### src/rtl/alarm_beeper_pkg.sv
// +-----------------------------------------------------------------------+
// | alarm_beeper_pkg : state encodings shared by the beeper and its users |
// | Rev 1.0                                                               |
// +-----------------------------------------------------------------------+
`default_nettype none

package alarm_beeper_pkg;

  typedef enum logic [1:0] {
    ST_IDLE = 2'd0,
    ST_ON   = 2'd1,
    ST_OFF  = 2'd2
  } beeper_state_t;

  localparam int unsigned c_STATE_WIDTH = 2;

  // True when a counter of the given width sits on its final value for a phase.
  function automatic logic at_last(input logic [31:0] ctr, input int unsigned len);
    return ctr == 32'(len - 1);
  endfunction

endpackage

`default_nettype wire

### src/rtl/alarm_beeper.sv
// +-----------------------------------------------------------------------+
// | alarm_beeper : bounded piezo burst pattern driven by a 10 ms tick     |
// | Rev 1.0                                                               |
// +-----------------------------------------------------------------------+
`default_nettype none

module alarm_beeper
  import alarm_beeper_pkg::*;
#(
  parameter int unsigned ON_TICKS   = 25,
  parameter int unsigned OFF_TICKS  = 25,
  parameter int unsigned BEEPS      = 4,
  parameter int unsigned TONE_HALF  = 1,
  parameter int unsigned CTR_WIDTH  = 8,
  parameter int unsigned BEEP_WIDTH = 4
) (
  input  logic clk,
  input  logic reset,
  input  logic enable,
  input  logic start,
  input  logic stop,
  output logic tone,
  output logic busy,
  output logic done
);

  beeper_state_t         r_state;
  beeper_state_t         w_state_nxt;
  logic [CTR_WIDTH-1:0]  r_tick_ctr;
  logic [CTR_WIDTH-1:0]  w_tick_nxt;
  logic [BEEP_WIDTH-1:0] r_beep_ctr;
  logic [BEEP_WIDTH-1:0] w_beep_nxt;
  logic [CTR_WIDTH-1:0]  r_tone_ctr;
  logic [CTR_WIDTH-1:0]  w_tone_ctr_nxt;
  logic                  r_tone;
  logic                  r_busy;
  logic                  r_done;
  logic                  w_tone_nxt;
  logic                  w_busy_nxt;
  logic                  w_done_nxt;

  logic w_tone_wrap;
  logic w_on_end;
  logic w_off_end;
  logic w_last_beep;

  assign w_tone_wrap = at_last(32'(r_tone_ctr), TONE_HALF);
  assign w_on_end    = enable && at_last(32'(r_tick_ctr), ON_TICKS);
  assign w_off_end   = enable && at_last(32'(r_tick_ctr), OFF_TICKS);
  assign w_last_beep = at_last(32'(r_beep_ctr), BEEPS);

  // State register and counters; outputs are registered here as well.
  always_ff @(posedge clk) begin
    if (reset) begin
      r_state    <= ST_IDLE;
      r_tick_ctr <= '0;
      r_beep_ctr <= '0;
      r_tone_ctr <= '0;
      r_tone     <= 1'b0;
      r_busy     <= 1'b0;
      r_done     <= 1'b0;
    end else begin
      r_state    <= w_state_nxt;
      r_tick_ctr <= w_tick_nxt;
      r_beep_ctr <= w_beep_nxt;
      r_tone_ctr <= w_tone_ctr_nxt;
      r_tone     <= w_tone_nxt;
      r_busy     <= w_busy_nxt;
      r_done     <= w_done_nxt;
    end
  end

  always_comb begin
    w_state_nxt    = r_state;
    w_tick_nxt     = r_tick_ctr;
    w_beep_nxt     = r_beep_ctr;
    w_tone_ctr_nxt = r_tone_ctr;
    if (stop) begin
      w_state_nxt    = ST_IDLE;
      w_tick_nxt     = '0;
      w_beep_nxt     = '0;
      w_tone_ctr_nxt = '0;
    end else begin
      case (r_state)
        ST_IDLE: begin
          if (start) begin
            w_state_nxt    = ST_ON;
            w_tick_nxt     = '0;
            w_beep_nxt     = '0;
            w_tone_ctr_nxt = '0;
          end
        end
        ST_ON: begin
          w_tone_ctr_nxt = w_tone_wrap ? '0 : r_tone_ctr + 1'b1;
          if (w_on_end) begin
            w_state_nxt    = ST_OFF;
            w_tick_nxt     = '0;
            w_tone_ctr_nxt = '0;
          end else if (enable) begin
            w_tick_nxt = r_tick_ctr + 1'b1;
          end
        end
        ST_OFF: begin
          if (w_off_end) begin
            w_tick_nxt = '0;
            if (w_last_beep) begin
              w_state_nxt = ST_IDLE;
              w_beep_nxt  = '0;
            end else begin
              w_state_nxt    = ST_ON;
              w_beep_nxt     = r_beep_ctr + 1'b1;
              w_tone_ctr_nxt = '0;
            end
          end else if (enable) begin
            w_tick_nxt = r_tick_ctr + 1'b1;
          end
        end
        default: begin
          w_state_nxt    = ST_IDLE;
          w_tick_nxt     = '0;
          w_beep_nxt     = '0;
          w_tone_ctr_nxt = '0;
        end
      endcase
    end
  end

  // Next values of the registered outputs; stop forces all of them low.
  always_comb begin
    w_tone_nxt = 1'b0;
    w_busy_nxt = 1'b0;
    w_done_nxt = 1'b0;
    if (!stop) begin
      case (r_state)
        ST_IDLE: begin
          w_busy_nxt = start;
        end
        ST_ON: begin
          w_busy_nxt = 1'b1;
          if (!w_on_end) begin
            w_tone_nxt = w_tone_wrap ? ~r_tone : r_tone;
          end
        end
        ST_OFF: begin
          w_busy_nxt = !(w_off_end && w_last_beep);
          w_done_nxt = w_off_end && w_last_beep;
        end
        default: begin
          w_busy_nxt = 1'b0;
        end
      endcase
    end
  end

  assign tone = r_tone;
  assign busy = r_busy;
  assign done = r_done;

endmodule

`default_nettype wire

### config.mk
export PLATFORM = sky130hd
export DESIGN_NAME = alarm_beeper
export DESIGN_NICKNAME = d
export VERILOG_FILES = /design/src/rtl/alarm_beeper_pkg.sv /design/src/rtl/alarm_beeper.sv
export SDC_FILE = /design/constraint.sdc
export NUM_CORES = 1
export LEC_CHECK = 0
export ABC_AREA = 1
export CAP_MARGIN = 40
export CORE_AREA = 2 2 60 62
export CTS_CLUSTER_DIAMETER = 200
export DETAILED_ROUTE_END_ITERATION = 6
export DIE_AREA = 0 0 62 64
export GPL_ROUTABILITY_DRIVEN = 0
export PLACE_DENSITY = 0.65
export SYNTH_ARGS = -nofsm -noshare
export SYNTH_HDL_FRONTEND = slang
export SYNTH_SLANG_ARGS = --single-unit
### constraint.sdc
create_clock -name clk -period 1.7 [get_ports clk]
set_input_delay 0.34 -clock clk [delete_from_list [all_inputs] [get_ports clk]]
set_output_delay 0.34 -clock clk [all_outputs]
set_load 0.01 [all_outputs]
==> results.json <==
{
  "status": "completed",
  "synth_cell_types": 29,
  "clkTransAtPathRegs_ps": 150,
  "multiInputGateArea_um2": 912,
  "final.min_clock_period_ps": 1580,
  "arrival_ps": 1240,
  "cts.sink_count": 25,
  "ant_nets": 0,
  "cts_tree": "built",
  "power-per-cell-area_nw_per_um2": 631,
  "clkPwrFrac_pct": 25.9,
  "p_int_uw": 766,
  "drive_gt1_share_pct": 18.0,
  "postPlaceCellArea_um2": 1720,
  "cp_max_fo": 2,
  "rsz0062_at_grt": "false",
  "fin_util_pct": 53.4,
  "vias": 1374,
  "area_growth_pct": 12.0,
  "grt_pass1_wl_mm": 5.27,
  "synth_flop_cell": "dfxtp_1",
  "yosysSeqAreaShare_pct": 32.0,
  "period_share_pct": 92.8,
  "worstPathCellList": "clkdlybuf4s50_1",
  "fin_area_um2": 1750,
  "critPathBufInv": 1,
  "synth_seq_cells": 25,
  "max_freq_mhz": 634,
  "grt_max_degree": 16,
  "dr.pass1.iters": 4,
  "syn_inst": 220,
  "cts_buffer_depth": 2,
  "dieArea_um2": 3970,
  "viasPerCell": 4.92,
  "netlist_area_um2": 1570,
  "wl_mm": 2.98,
  "pwr-share-seq_pct": 54.8,
  "slowest_stage": "clkdlybuf4s50_1",
  "grt_pass1_vias": 1246,
  "peakVddDrop_v": 0.000303,
  "numCtsBuffers": 3,
  "cp.required_ps": 1360,
  "final_nets": 248,
  "register_area_um2": 503,
  "place_ws_ps": -20.8,
  "synth_area_per_cell_um2": 7.11,
  "cp-end-kind": "output port",
  "grt.overflow.total": 0,
  "cts_setup_buffers": 0,
  "power.switching_uw": 340,
  "hold_path_class": "reg2reg",
  "ys_warn_count": 0,
  "port_buffers": 7,
  "fin_ws_ps": 122,
  "cts_hold_buf": 0,
  "setup_viol": 0,
  "clk_latency_ps": 330,
  "dp_hpwl_mm": 2.22,
  "p_sw_share_pct": 30.8,
  "core.rowCount": 21,
  "criticalPathCategory": "reg2out",
  "initial_core_util_pct": 47.7,
  "hold_viol": 0,
  "tightestPinTransition_ps": 387,
  "io_pins": 8,
  "postSynth.asyncResetShare_pct": 0,
  "drc": 0,
  "p_leak_nw": 0.757,
  "synth_edf_count": 0,
  "cp-start-kind": "flop",
  "slew_headroom_pct": 74.2,
  "maxCapViolCount": 0,
  "dr.first_iter.drc_count": 53,
  "antenna_found_initial": 0,
  "fillers": 318,
  "diodes": 0,
  "max_stage_delay_ps": 540,
  "h-tree-depth": 1,
  "combPwrFrac_pct": 19.3,
  "die_h_um": 64,
  "fp.dieW_um": 62,
  "crit_family": "buffers and inverters",
  "placeableCoreArea_um2": 3280,
  "root_buffer": "clkbuf_4",
  "grt_usage_pct": 17.2,
  "synth_nets": 234,
  "post_drt_wl_per_cell_um": 10.7,
  "slew_violations": 0,
  "skew_ps": 4.42
}
[state kept, by name (all words and copies together) (netlist names)]
register	count
r_state	2
r_beep_ctr	4
tone	1
busy	1
r_tone_ctr	8
done	1
r_tick_ctr	8
[power groups by stage]
stage	clock, mW	sequential [mW]	combinational, mW
5_1_grt	0.318	0.608	0.239
6_report	0.286	0.606	0.214
4_1_cts	0.288	0.606	0.212
3_3_place_gp	0	0.618	0.210
2_1_floorplan	0	0.618	0.153
3_5_place_dp	0	0.618	0.210
[Yosys cell counts (5+ instances only)]
cell / count / area (um^2)
a21oi_1: 8 / 40.0
dfxtp_1: 25 / 500
ha_1: 9 / 113
inv_1: 27 / 101
nand2_1: 47 / 176
nand2_2: 6 / 37.5
nand3_1: 10 / 50.1
nand3_2: 5 / 50.1
nand4_1: 15 / 93.8
nor2_1: 26 / 97.6
nor3_1: 9 / 45.0
[logic make-up after synthesis]
kind of cell    synth area share (%)
simple gates                    41.4
buf+inv                         10.1
flops                           32.0
compound gates                  7.11
fa+ha+maj                       7.19
xor+xnor                        2.24
[timing repair]
action | CTS | global route
endpoints found under the hold margin | 0 | 0
resized for setup | 0 | 4
endpoints found under the setup margin | 0 | 5
[final cells by class]
type	count	share of cell area (%)
Multi-Input combinational cell	159	52.0
Sequential cell	25	28.7
Timing Repair Buffer	13	7.28
Inverter	32	7.14
Tap cell	46	3.28
Clock buffer	3	1.28
Clock inverter	1	0.286
[worst paths after layout]
check | to | depth (start not counted) | startpoint | slack [ps]
worst max register to register | r_tick_ctr[4] | 8 | r_state[0] | 200
worst max-delay path | tone | 1 | tone | 120
worst min-delay path | r_state[0] | 2 | r_state[0] | 500
worst min register to register | r_state[0] | 2 | r_state[0] | 500
[cell usage in the layout, fill, tap and decap left out, drive strengths merged, types with 2 or more instances in the layout]
master	n
nor3	9
o21ai	4
nand4	15
xnor2	2
a31oi	2
clkbuf	3
nor2	32
nand2	57
xor2	2
dfxtp	25
inv	32
a21oi	9
buf	6
ha	9
nand3	15
clkdlybuf4s50	7
[routing by layer]
metal	part of all wire (%)	global-route usage, %	wire length (um)
met5	0	0	0
met4	1.7	6.38	51
met1	51	24.0	1520
met2	45	26.3	1350
met3	1.9	2.43	56
[through the flow]
| step | hold slack, ps | TNS, ps | total power, mW | cells |
|---|---|---|---|---|
| after floorplan | 455 | 0 | 0.770 | 220 |
| after global placement | 478 | 0 | 0.829 | 275 |
| after detailed placement | 483 | -56.2 | 0.829 | 275 |
| after CTS | 504 | 0 | 1.11 | 279 |
| after global routing | 520 | 0 | 1.16 | 279 |
| final | 504 | 0 | 1.11 | 279 |
No activity file was read; power rests on OpenSTA's default activity.
